<file path="src/rtl/note_sprite_renderer.sv">
// rtl/note_sprite_renderer.sv - per-frame sprite snapshot and 2-stage scaled pixel lookup
module note_sprite_renderer #(
    parameter int SCALE_LOG2 = 2,
    parameter int H_W        = 11,
    parameter int V_W        = 10
) (
    input  logic                clk,
    input  logic                rst,
    input  logic [H_W-1:0]      h_count_in,
    input  logic [V_W-1:0]      v_count_in,
    input  logic                active_draw_in,
    input  logic                new_frame_in,
    input  logic [47:0]         note_sprite_in [0:15],
    input  logic [H_W-1:0]      x_in,
    input  logic [V_W-1:0]      y_in,
    input  logic [23:0]         color_in,
    input  logic                enable_in,
    output logic [23:0]         pixel_out,
    output logic                sprite_hit_out,
    output logic                active_draw_out
);

    // Scaled sprite box extent, one bit wider than the counters so the
    // signed offsets compare without overflow.
    localparam logic [H_W:0] BOX_W = (H_W+1)'(48 << SCALE_LOG2);
    localparam logic [V_W:0] BOX_H = (V_W+1)'(16 << SCALE_LOG2);

    // Shadow copy of the producer state, refreshed only on new_frame_in
    logic [47:0]    sh_rows [0:15];
    logic [H_W-1:0] sh_x;
    logic [V_W-1:0] sh_y;
    logic [23:0]    sh_color;
    logic           sh_enable;

    // Stage 1 registers. The row word and colour are captured here so a
    // pixel always finishes with the shadow it started with.
    logic           s1_in_box;
    logic [5:0]     s1_col;
    logic [47:0]    s1_row;
    logic [23:0]    s1_color;
    logic           s1_active;

    logic [H_W:0]   dx_c;
    logic [V_W:0]   dy_c;
    logic           in_box_c;
    logic [3:0]     row_idx_c;
    logic [5:0]     col_c;
    logic [5:0]     base_c;
    logic [5:0]     bit_idx_c;
    logic           hit_c;

    // Snapshot the producer state at frame start; reset wins over a snapshot
    always_ff @(posedge clk) begin
        if (rst) begin
            for (int i = 0; i < 16; i++) begin
                sh_rows[i] <= '0;
            end
            sh_x      <= '0;
            sh_y      <= '0;
            sh_color  <= '0;
            sh_enable <= 1'b0;
        end else if (new_frame_in) begin
            for (int i = 0; i < 16; i++) begin
                sh_rows[i] <= note_sprite_in[i];
            end
            sh_x      <= x_in;
            sh_y      <= y_in;
            sh_color  <= color_in;
            sh_enable <= enable_in;
        end
    end

    // Stage 1 combinational: box offsets, containment test, sprite coordinates
    always_comb begin
        dx_c      = {1'b0, h_count_in} - {1'b0, sh_x};
        dy_c      = {1'b0, v_count_in} - {1'b0, sh_y};
        in_box_c  = !dx_c[H_W] && (dx_c < BOX_W) &&
                    !dy_c[V_W] && (dy_c < BOX_H) &&
                    active_draw_in && sh_enable;
        row_idx_c = 4'(dy_c >> SCALE_LOG2);
        col_c     = 6'(dx_c >> SCALE_LOG2);
    end

    // Stage 1 register
    always_ff @(posedge clk) begin
        if (rst) begin
            s1_in_box <= 1'b0;
            s1_col    <= '0;
            s1_row    <= '0;
            s1_color  <= '0;
            s1_active <= 1'b0;
        end else begin
            s1_in_box <= in_box_c;
            s1_col    <= col_c;
            s1_row    <= sh_rows[row_idx_c];
            s1_color  <= sh_color;
            s1_active <= active_draw_in;
        end
    end

    // Stage 2 combinational: screen order is letter, accidental, octave,
    // each glyph drawn MSB-first from its left edge
    always_comb begin
        case (s1_col[5:4])
            2'd0:    base_c = 6'd16;
            2'd1:    base_c = 6'd0;
            2'd2:    base_c = 6'd32;
            default: base_c = 6'd0;
        endcase
        bit_idx_c = base_c + (6'd15 - {2'b00, s1_col[3:0]});
        hit_c     = s1_in_box && s1_row[bit_idx_c];
    end

    // Stage 2 register: output pixel
    always_ff @(posedge clk) begin
        if (rst) begin
            pixel_out       <= '0;
            sprite_hit_out  <= 1'b0;
            active_draw_out <= 1'b0;
        end else begin
            pixel_out       <= hit_c ? s1_color : 24'h0;
            sprite_hit_out  <= hit_c;
            active_draw_out <= s1_active;
        end
    end

endmodule

</file>
<file path="config.mk">
export PLATFORM = sky130hd
export DESIGN_NAME = note_sprite_renderer
export DESIGN_NICKNAME = d
export VERILOG_FILES = /design/src/rtl/note_sprite_renderer.sv
export SDC_FILE = /design/constraint.sdc
export NUM_CORES = 1
export LEC_CHECK = 0
export BUFFER_PORTS_ARGS = -buffer_cell sky130_fd_sc_hd__buf_2
export CAP_MARGIN = 20
export CORE_MARGIN = 2
export CORE_UTILIZATION = 25
export DETAILED_ROUTE_END_ITERATION = 10
export GPL_TIMING_DRIVEN = 0
export PLACE_DENSITY = 0.41
export RECOVER_POWER = 25
export SLEW_MARGIN = 25
export SYNTH_ARGS = -nofsm -noshare
export SYNTH_HDL_FRONTEND = slang
export SYNTH_SLANG_ARGS = --single-unit
</file>
<file path="constraint.sdc">
create_clock -name clk -period 18.2 [get_ports clk]
set_input_delay 3.64 -clock clk [delete_from_list [all_inputs] [get_ports clk]]
set_output_delay 3.64 -clock clk [all_outputs]
set_load 0.01 [all_outputs]
</file>
**Word level (Yosys, flattened, before mapping)**

Memory sizes are Yosys's and may differ from the RTL's. A register that Yosys moved wholly into a read port is not among the register bits.
Index checks and enable logic that the tools add are counted.

- Bits in registers: 104
- RAM bits: 768
- Input port bits: 839
- Memories kept: 1

Memories:

| name | depth | width | rd ports | clocked after memory_dff | wr ports | RTL line | source |
|---|---|---|---|---|---|---|---|
| sh_rows | 16 | 48 | 1 | 1 | 16 | 29 | `logic [47:0] sh_rows [0:15];` |

- Add/sub/neg operators: 4
- Magnitude comparators: 3
- Equality and inequality tests: 1
- Muxes and demuxes: 24
- Bitwise logic cells: 17
- Reductions and logical operators: 10

Operators by type and width:

| cell | number |
|---|---|
| $mux W48 | 16 |
| $or A1 B1 Y1 | 16 |
| $lt A12 B8 Y1 const B | 1 |
| $pmux W6 S2 | 1 |
| $sub A11 B11 Y12 | 1 |
| $lt A11 B7 Y1 const B | 1 |
| $sub A10 B10 Y11 | 1 |
| $lt A6 B7 Y1 const B | 1 |
| $add A6 B6 Y6 | 1 |
| $bmux W1 S6 | 1 |
| $logic_and A1 B1 Y1 | 6 |
| $mux W1 | 6 |
| $sub A4 B4 Y5 const A | 1 |
| $eq A2 B2 Y1 const B | 1 |
| $logic_not A1 Y1 | 2 |
| $logic_not A2 Y1 | 1 |
| $reduce_or A2 Y1 | 1 |
| $not A1 Y1 | 1 |

**Depth between registers and ports, before layout**

Gate-level depths: netlist of run 1.

- Word-level depth: 8
- Mapped depth: 12
- Gate-level depth less buffers: 9

**Worst setup path before layout of run 1**

Ideal clock, no wire load.

- Kind: input to register
- From: input port new_frame_in
- To: memory sh_rows[0][0] (enable)
- Library setup time: 0.822 ns
- Arrival: 13.727 ns
- Required time: 17.378 ns
- Slack: 3.651 ns
- Cell stages on the path: 3
- Cells stage by stage: clkbuf_1 > clkbuf_1 > or2_2

RTL lines:

| item | RTL line | source |
|---|---|---|
| start: declaration | 12 | `input logic new_frame_in,` |
| end: declaration | 29 |  |

==> flow_summary_export.csv, run 1 <==
group,metric,value,unit
timing,rsz0062_at_grt,"no",
clocking,clkTransAtPathRegs,0.06,ns
synth,syn_inst,2499,
floorplan,die_y,400,µm
routing,routed-via-count,25000,
floorplan,core,156000,µm²
floorplan,dieArea,160000,µm²
synth,ys_seq_area_frac,0.667,
placement,pre_cts_ws,10.0,ns
placement,gp_congestion,0.794,
placement,portBuffers,864,
final_layout,fill_cells,15700,
clocking,postCtsResizedCells,0,
synth,synth_edf_count,768,
worst_setup_path,slowest_stage,"clkbuf_1",
synth,synth_flop_cell,"edfxtp_1",
worst_setup_path,arrival,8.67,ns
clocking,cts_setup_buffers,0,
worst_setup_path,crit_type,"in2reg",
timing,fin_crit,8.27,ns
routing,drt_iter0_drc,1472,
global_routing,overflow,0,
routing,wire_per_inst,27.4,µm
global_routing,gr-usage-all-layers,0.190,
final_layout,nNetsFinal,4354,
power,peakVddDrop,0.0900,mV
worst_setup_path,endpoint,"sh_rows[14][16]",
synth,ys_ff_latch,920,
timing,worst_clock_skew,0.0559,ns
synth,avgSynthCellArea,15.7,µm²
final_layout,layout_common_cells,"buf_2, edfxtp_1, and2_1",
status,status,"complete, but fails checks",
timing,setup_viol,0,
final_layout,seq_area,26100,µm²
timing,slew_viol_final,10,
routing,drt_pre_antenna_iters,5,
power,total_power,0.00570,W
routing,routed_wl,155000,µm
worst_setup_path,worstPathMaxFanout,49,
floorplan,fp-row-count,145,
routing,routed_via_density,4.40,
synth,synthesis.area,39100,µm²
global_routing,grt_pass1_vias,26100,
clocking,clockBufferDepth,3,
final_layout,multi_input_area,12200,µm²
clocking,clock_sinks,920,
final_layout,final_common_cell,"buf_2",
worst_setup_path,cp_cell_sequence,"clkbuf_1 > clkbuf_1 > clkbuf_1 > clkbuf_1 > or2_4 > buf_16 > buf_16 > buf_16 > buf_16 > buf_16",
global_routing,grt_max_degree,50,
timing,slew_headroom,-0.0226,
power,p_per_area,114,nW/µm²
clocking,cts_tree,"done",
floorplan,die_w,400,µm
clocking,root_buffer,"clkbuf_16",
final_layout,layout-area-overhead-vs-synth,27.9,%
timing,worst_slew_pin_slew,1.53,ns
status,failed_checks,"max-capacitance violations, max-slew violations",
clocking,htree_levels,3,
flow_run,drv_cap,1,
clocking,cts_made_buffers,109,
floorplan,initial_core_util,0.251,
clocking,cts-hold-fix-buffers,0,
worst_hold_path,hp-class,"reg2reg",
worst_setup_path,worstReg2RegStart,"sh_y[2]",
worst_setup_path,rr_endpoint,"s1_row[47]",
timing,period_share,0.454,
worst_setup_path,reg2reg_depth,11,
synth,ys_types,45,
global_routing,grt_pass1_wl,208000,µm
timing,fmax,121,MHz
final_layout,drive_above_1_share,0.358,
clocking,clk_latency,0.73,ns
global_routing,antenna_found_initial,119,
worst_setup_path,slowest_delay,0.95,ns
synth,synth_nets,3357,
final_layout,stdcell_area,50000,µm²
routing,drc_errors,0,
synth,async_reset_ff_frac,0,
worst_hold_path,min_path_cells,1,
worst_setup_path,start_kind,"input pin",
timing,setup_tns,0,ns
worst_setup_path,setup.worst_path.start,"rst",
worst_setup_path,cp_data_required_time,18.60,ns
worst_setup_path,crit_path_end_kind,"register",
power,p_leak,19.4,nW
worst_setup_path,reg2reg_slack,13.88,ns
routing,postRouteAntennaNets,0,
placement,dpl_cell_area,46600,µm²
placement,hpwl,122000,µm
timing,hold_viol,0,
timing,fin_ws,9.93,ns
worst_setup_path,crit_top_cell,"buf_16",
synth,ys.warnings.count,0,
timing,holdWs,0.427,ns
floorplan,ioPinCount,865,
-- Yosys cell counts (2+ instances only) --
cell type  count  area, µm²
buf_6          3       33.8
xor2_1         9       78.8
buf_2         32        160
o21ai_0       11       55.1
and3b_1        2       17.5
nand2_1        7       26.3
inv_1         25       93.8
nor2_1        62        233
mux4_1         6        158
a21oi_1       10       50.1
buf_4          2       15.0
and2_1       487       3050
ha_1          19        238
a31o_2         2       17.5
dfxtp_1      152       3040
nand2b_1       5       31.3
mux4_2       201       4530
nor3_1        51        255
nand3_1        4       20.0
a31oi_1        2       12.5
nor2b_1      318       1990
and2_4        19        166
o22ai_1       94        588
o31ai_1        2       15.0
edfxtp_1     768      23100
buf_1          4       15.0
nor3b_1        2       15.0
mux2i_1       50        500
xnor2_1        4       35.0
clkbuf_1     131        492
-- area by class of cell --
cell class | count | area share
flip-flops and latches | 920 | 0.522
multi-input cells | 1382 | 0.244
repair buffers | 886 | 0.0952
clock buffers | 143 | 0.0594
well taps | 2058 | 0.0515
plain buffers | 172 | 0.0141
clock inverters | 59 | 0.0112
inverters | 25 | 0.00188
diodes | 28 | 0.00140
-- worst min path at each step --
stage,startpoint,endpoint
floorplan,s1_color[4],pixel_out[4]
finish,s1_color[4],pixel_out[4]
detailed placement,s1_color[4],pixel_out[4]
global placement,s1_color[5],pixel_out[5]
CTS,s1_color[4],pixel_out[4]
global route,s1_color[6],pixel_out[6]
-- sequential cells by signal (all words and copies together) (netlist names) --
register,cells
sh_y,10
s1_in_box,1
s1_color,24
sh_x,11
sh_enable,1
s1_col,6
sprite_hit_out,1
s1_active,1
sh_rows,768
sh_color,24
pixel_out,24
s1_row,48
active_draw_out,1
-- where the power goes --
| part | total (W) | switching (W) | leakage [nW] | internal [W] |
|---|---|---|---|---|
| registers | 0.00254 | 0.0000537 | 9.46 | 0.00248 |
| clock network | 0.00218 | 0.000942 | 1.71 | 0.00124 |
| logic | 0.000981 | 0.000568 | 8.24 | 0.000413 |
-- logic make-up after synthesis --
family	count (synthesis)	share of synthesized area
compound gates	129	0.0206
xor+xnor	13	0.00291
fa+ha+maj	19	0.00608
buf+inv	197	0.0207
flops	920	0.667
mux	258	0.133
simple gates	963	0.149
-- metrics by stage --
stage	instances	util
floorplan	2499	-
global placement	5421	0.295
detailed placement	5443	0.299
CTS	5645	0.321
global route	5655	0.321
finish	5673	0.321
-- layer usage --
layer  track usage  vias to the layer above  wire (µm)
met2         0.342                      865      80100
met3        0.0336                      298       7960
li1              -                    11300          -
met1         0.236                    12500      63300
met4        0.0431                       48       3540
met5             0                        -        289
-- worst max-delay path, delay by kind of cell --
family / cells / cell delay (ns)
buffers and inverters: 9 / 4.16
AND/OR/NAND/NOR: 1 / 0.67
Power figures use the tool's default switching activity.
==> inputs of run 2 (changes only) <==
--- a/config.mk
+++ b/config.mk
@@ -11,7 +11,7 @@
 export CORE_UTILIZATION = 25
 export DETAILED_ROUTE_END_ITERATION = 10
 export GPL_TIMING_DRIVEN = 0
-export PLACE_DENSITY = 0.41
+export PLACE_DENSITY = 0.42
 export RECOVER_POWER = 25
 export SLEW_MARGIN = 25
 export SYNTH_ARGS = -nofsm -noshare
==> constraint.sdc (replaced) <==
create_clock -name clk -period 6.96 [get_ports clk]
set_input_delay 1.392 -clock clk [delete_from_list [all_inputs] [get_ports clk]]
set_output_delay 1.392 -clock clk [all_outputs]
set_load 0.01 [all_outputs]
==> run 2 against run 1 <==
  * The run now ends clean
  * Worst hold slack improved by 0.0035 ns
  * Largest cell class unchanged
  * Clock skew shrank 0.021 ns
  * Sequential cell count unchanged
  * Final cell count increased by 0.14%
  * Critical endpoint is now sh_rows[9][29]
  * Worst setup slack worse by 8.5 ns
  * Critical path depth rose by 1
  * Clock power is 150% higher
  * Combinational power rose to 2.6 times the previous value
  * Sequential share of layout area up 0.18 points
==> flow_summary_export.csv, run 2 (synthesized netlist as in run 1, its figures left out) <==
group,metric,value,unit
status,status,"finished, final reports clean",
timing,period_share,0.790,
clocking,cts_tree,"done",
worst_setup_path,cp_cell_sequence,"clkbuf_1 > buf_8 > clkbuf_1 > clkbuf_1 > or2_4 > buf_12 > buf_16 > buf_16 > buf_16 > buf_12 > buf_12",
worst_setup_path,arrival,5.91,ns
clocking,clockBufferDepth,3,
timing,worst_slew_pin_slew,1.33,ns
worst_setup_path,worstReg2RegStart,"sh_y[2]",
worst_setup_path,start_kind,"input pin",
timing,hold_viol,0,
timing,worst_clock_skew,0.0353,ns
final_layout,regMostFlops,"sh_rows",
routing,postRouteAntennaNets,0,
routing,routed_via_density,4.38,
routing,routed_wl,154000,µm
worst_hold_path,min_path_cells,1,
worst_setup_path,crit_path_end_kind,"register",
placement,hpwl,121000,µm
clocking,cts-hold-fix-buffers,0,
worst_setup_path,slowest_stage,"clkbuf_1",
floorplan,die_y,400,µm
routing,drc_errors,0,
final_layout,drive_above_1_share,0.355,
clocking,clk_latency,0.72,ns
worst_setup_path,rr_endpoint,"s1_row[47]",
final_layout,fill_cells,15800,
timing,slew_headroom,0.113,
clocking,htree_levels,3,
floorplan,core,156000,µm²
global_routing,antenna_found_initial,113,
power,p_leak,19.4,nW
global_routing,gr-usage-all-layers,0.189,
final_layout,final_common_cell,"buf_2",
floorplan,die_w,400,µm
final_layout,biggestRegsByFlops,"sh_rows x768, s1_row x48",
clocking,cts_setup_buffers,0,
global_routing,grt_max_degree,50,
clocking,clkTransAtPathRegs,0.06,ns
final_layout,layout_common_cells,"buf_2, edfxtp_1, and2_1",
worst_setup_path,crit_type,"in2reg",
floorplan,ioPinCount,865,
global_routing,overflow,0,
worst_setup_path,slowest_delay,0.85,ns
timing,slew_viol_final,0,
power,p_per_area,292,nW/µm²
routing,drt_pre_antenna_iters,4,
routing,drt_iter0_drc,1589,
timing,fin_crit,5.50,ns
clocking,clock_sinks,920,
placement,gp_congestion,0.802,
clocking,root_buffer,"clkbuf_16",
power,peakVddDrop,0.205,mV
flow_run,drv_cap,0,
timing,holdWs,0.430,ns
routing,wire_per_inst,27.1,µm
timing,rsz0062_at_grt,"no",
clocking,cts_made_buffers,108,
placement,portBuffers,864,
clocking,postCtsResizedCells,0,
power,total_power,0.0146,W
worst_setup_path,reg2reg_slack,2.34,ns
timing,fmax,182,MHz
worst_hold_path,hp-class,"reg2reg",
global_routing,grt_pass1_wl,205000,µm
floorplan,fp-row-count,145,
worst_setup_path,worstPathMaxFanout,46,
timing,setup_viol,0,
global_routing,grt_pass1_vias,25800,
final_layout,largest_register_ffs,768,
worst_setup_path,cp_data_required_time,7.36,ns
final_layout,nNetsFinal,4352,
floorplan,initial_core_util,0.251,
worst_setup_path,endpoint,"sh_rows[9][29]",
worst_setup_path,setup.worst_path.start,"rst",
final_layout,layout-area-overhead-vs-synth,27.5,%
floorplan,dieArea,160000,µm²
worst_setup_path,reg2reg_depth,11,
routing,routed-via-count,24900,
-- run 2: power breakdown --
part	switching (W)	internal (W)
combinational	0.00148	0.00108
clock	0.00239	0.00298
sequential	0.000141	0.00649
total	0.00401	0.0106
-- run 2: metal layers --
| metal | up-vias | global-route usage | share of wire |
|---|---|---|---|
| met5 | - | 0 | 0.0016 |
| met3 | 280 | 0.0373 | 0.049 |
| met2 | 828 | 0.332 | 0.51 |
| li1 | 11300 | - | - |
| met1 | 12400 | 0.235 | 0.41 |
| met4 | 44 | 0.0493 | 0.025 |
-- run 2: through the flow --
step	TNS [ns]	std cells	util	instance area (µm²)	setup WS [ns]
2_1_floorplan	-634.37	2499	-	39200	-0.826
3_3_place_gp	-3327.08	5421	0.296	46100	-4.49
3_5_place_dp	0	5442	0.299	46600	1.12
4_1_cts	0	5638	0.320	49900	1.90
5_1_grt	0	5661	0.320	49800	1.22
6_report	0	5681	0.320	49900	1.46
-- run 2: how the worst min path moves through the flow --
stage	to	slack (ns)	start
after floorplan	pixel_out[4]	0.41	s1_color[4]
after global placement	pixel_out[6]	0.41	s1_color[6]
after detailed placement	pixel_out[8]	0.41	s1_color[8]
after CTS	pixel_out[4]	0.43	s1_color[4]
after global routing	pixel_out[8]	0.44	s1_color[8]
final	pixel_out[4]	0.43	s1_color[4]
-- run 2: final cells by class --
type	instances	area (µm²)	area share
Sequential cell	920	26100	0.523
Multi-Input combinational cell	1382	12200	0.245
Timing Repair Buffer	885	4750	0.0952
Clock buffer	146	2880	0.0578
Tap cell	2058	2570	0.0516
Buffer	172	766	0.0154
Clock inverter	50	375	0.00753
Antenna cell	43	108	0.00216
Inverter	25	93.8	0.00188
-- run 2: critical path: cells and delay by family --
family                 cells  cell delay [ns]
buffers and inverters     10             3.68
AND/OR/NAND/NOR            1             0.66
==> inputs of run 3 (changes only) <==
--- a/config.mk
+++ b/config.mk
@@ -11,7 +11,7 @@
 export CORE_UTILIZATION = 25
 export DETAILED_ROUTE_END_ITERATION = 10
 export GPL_TIMING_DRIVEN = 0
-export PLACE_DENSITY = 0.42
+export PLACE_DENSITY = 0.41
 export RECOVER_POWER = 25
 export SLEW_MARGIN = 25
 export SYNTH_ARGS = -nofsm -noshare
==> constraint.sdc (replaced) <==
create_clock -name clk -period 5.35 [get_ports clk]
set_input_delay 1.07 -clock clk [delete_from_list [all_inputs] [get_ports clk]]
set_output_delay 1.07 -clock clk [all_outputs]
set_load 0.01 [all_outputs]
==> run 3 against run 2 <==
  * Critical path type unchanged
  * Sequential cell count unchanged
  * Global-route usage about the same
  * First-iteration DRC count down 2.3%
  * Die area unchanged
  * Worst setup slack worse by 1.0 ns
  * Via count up 0.76%
  * Largest cell class unchanged
  * Combinational power up 30%
  * Sequential power up 30%
  * Total power up 35%
==> flow_summary_export.csv, run 3 (synthesized netlist as in run 1, its figures left out) <==
group,metric,value,unit
final_layout,final_common_cell,"buf_2",
floorplan,die_w,400,µm
routing,routed_via_density,4.40,
worst_setup_path,setup.worst_path.start,"rst",
timing,slew_viol_final,0,
status,status,"finished, final reports clean",
power,p_per_area,389,nW/µm²
timing,rsz0062_at_grt,"no",
clocking,cts_made_buffers,110,
clocking,htree_levels,3,
clocking,clockBufferDepth,3,
worst_setup_path,cp_data_required_time,5.79,ns
floorplan,die_y,400,µm
clocking,clkTransAtPathRegs,0.06,ns
routing,drt_iter0_drc,1553,
clocking,root_buffer,"clkbuf_16",
worst_hold_path,hold_path_end,"pixel_out[5]",
worst_setup_path,worstReg2RegStart,"sh_y[1]",
timing,worst_clock_skew,0.0588,ns
global_routing,grt_pass1_vias,26200,
timing,fin_ws,0.438,ns
final_layout,regMostFlops,"sh_rows",
final_layout,layout-area-overhead-vs-synth,28.7,%
final_layout,largest_register_ffs,768,
clocking,clk_latency,0.75,ns
worst_setup_path,crit_type,"in2reg",
worst_setup_path,worstPathMaxFanout,44,
worst_hold_path,hp-class,"reg2reg",
worst_setup_path,reg2reg_slack,0.83,ns
final_layout,finish.utilization,0.323,
routing,drc_errors,0,
worst_setup_path,arrival,5.35,ns
timing,setup_viol,0,
final_layout,biggestRegsByFlops,"sh_rows x768, s1_row x48",
worst_hold_path,min_path_cells,1,
worst_setup_path,crit_path_end_kind,"register",
placement,hpwl,122000,µm
final_layout,nNetsFinal,4355,
clocking,cts_setup_buffers,0,
floorplan,dieArea,160000,µm²
placement,pre_cts_ws,-0.0979,ns
final_layout,drive_above_1_share,0.364,
timing,fin_crit,4.91,ns
routing,routed-via-count,25100,
timing,slew_headroom,0.0272,
clocking,cts-hold-fix-buffers,0,
global_routing,overflow,0,
placement,portBuffers,864,
timing,fmax,204,MHz
routing,drt_pre_antenna_iters,5,
routing,postRouteAntennaNets,0,
timing,hold_viol,0,
final_layout,layout_common_cells,"buf_2, edfxtp_1, and2_1",
clocking,postCtsResizedCells,0,
timing,worst_slew_pin_slew,1.46,ns
routing,routed_wl,155000,µm
power,peakVddDrop,0.286,mV
worst_hold_path,min_from,"s1_color[5]",
global_routing,antenna_found_initial,114,
clocking,clock_sinks,920,
floorplan,ioPinCount,865,
routing,wire_per_inst,27.2,µm
timing,period_share,0.918,
clocking,cts_tree,"done",
floorplan,initial_core_util,0.251,
placement,gp_congestion,0.815,
worst_setup_path,reg2reg_depth,12,
global_routing,grt_pass1_wl,207000,µm
power,p_leak,19.7,nW
global_routing,grt_max_degree,50,
worst_setup_path,rr_endpoint,"s1_row[47]",
floorplan,fp-row-count,145,
flow_run,drv_cap,0,
worst_setup_path,start_kind,"input pin",
global_routing,gr-usage-all-layers,0.189,
floorplan,core,156000,µm²
run 3: changes by cell type in the layout (fill, tap and decap cells not counted), moves of 3 or more:
cell,delta
clkbuf_16,+4
clkbuf_2,+4
and2_0,-50
and2_1,+50
clkbuf_1,-21
buf_16,+3
bufinv_16,+5
clkinv_2,+9
clkbuf_8,+11
diode_2,-5
run 3: area by class of cell:
type | instances | area, µm²
repair buffers | 886 | 4800
diodes | 38 | 95.1
multi-input cells | 1382 | 12200
inverters | 25 | 93.8
fillers | 15700 | 105000
well taps | 2058 | 2570
clock inverters | 65 | 634
plain buffers | 172 | 781
flip-flops and latches | 920 | 26100
clock buffers | 144 | 3050
run 3: power breakdown:
| group | internal [W] | switching (W) |
|---|---|---|
| registers | 0.00845 | 0.000182 |
| clock network | 0.00439 | 0.00324 |
| logic | 0.00142 | 0.00193 |
run 3: through the flow:
stage,instances,cell area (µm²),hold WS [ns],total power (W),TNS (ns)
2_1_floorplan,2499,39200,0.406,0.0106,-1623.56
3_3_place_gp,5421,46100,0.429,0.0123,-4314.42
3_5_place_dp,5443,46600,0.413,0.0123,-0.0979
4_1_cts,5652,50300,0.430,0.0200,0
5_1_grt,5674,50300,0.446,0.0204,0
6_report,5690,50400,0.427,0.0196,0
run 3: worst max-delay path by stage:
stage,depth (start not counted),slack [ns],to
5_1_grt,11,0.27,sh_rows[13][19]
4_1_cts,12,0.73,s1_row[47]
6_report,11,0.44,sh_rows[12][19]
3_5_place_dp,12,-0.1,s1_row[47]
3_3_place_gp,5,-5.74,sh_rows[14][19]
2_1_floorplan,4,-2.11,sh_rows[0][0]
run 3: routing by layer:
metal,share of wire,GRT usage
met5,0.0021,0
met4,0.025,0.0484
met3,0.052,0.0378
met2,0.52,0.337
met1,0.40,0.232
run 3: critical path, cell delays in order:
cell and delay (ns):
clkbuf_1 0.21, buf_8 0.22, clkbuf_1 1.08, clkbuf_8 0.39, or2_4 0.47, buf_16 0.30
buf_12 0.27, buf_16 0.28, buf_16 0.27, buf_12 0.27, buf_12 0.27
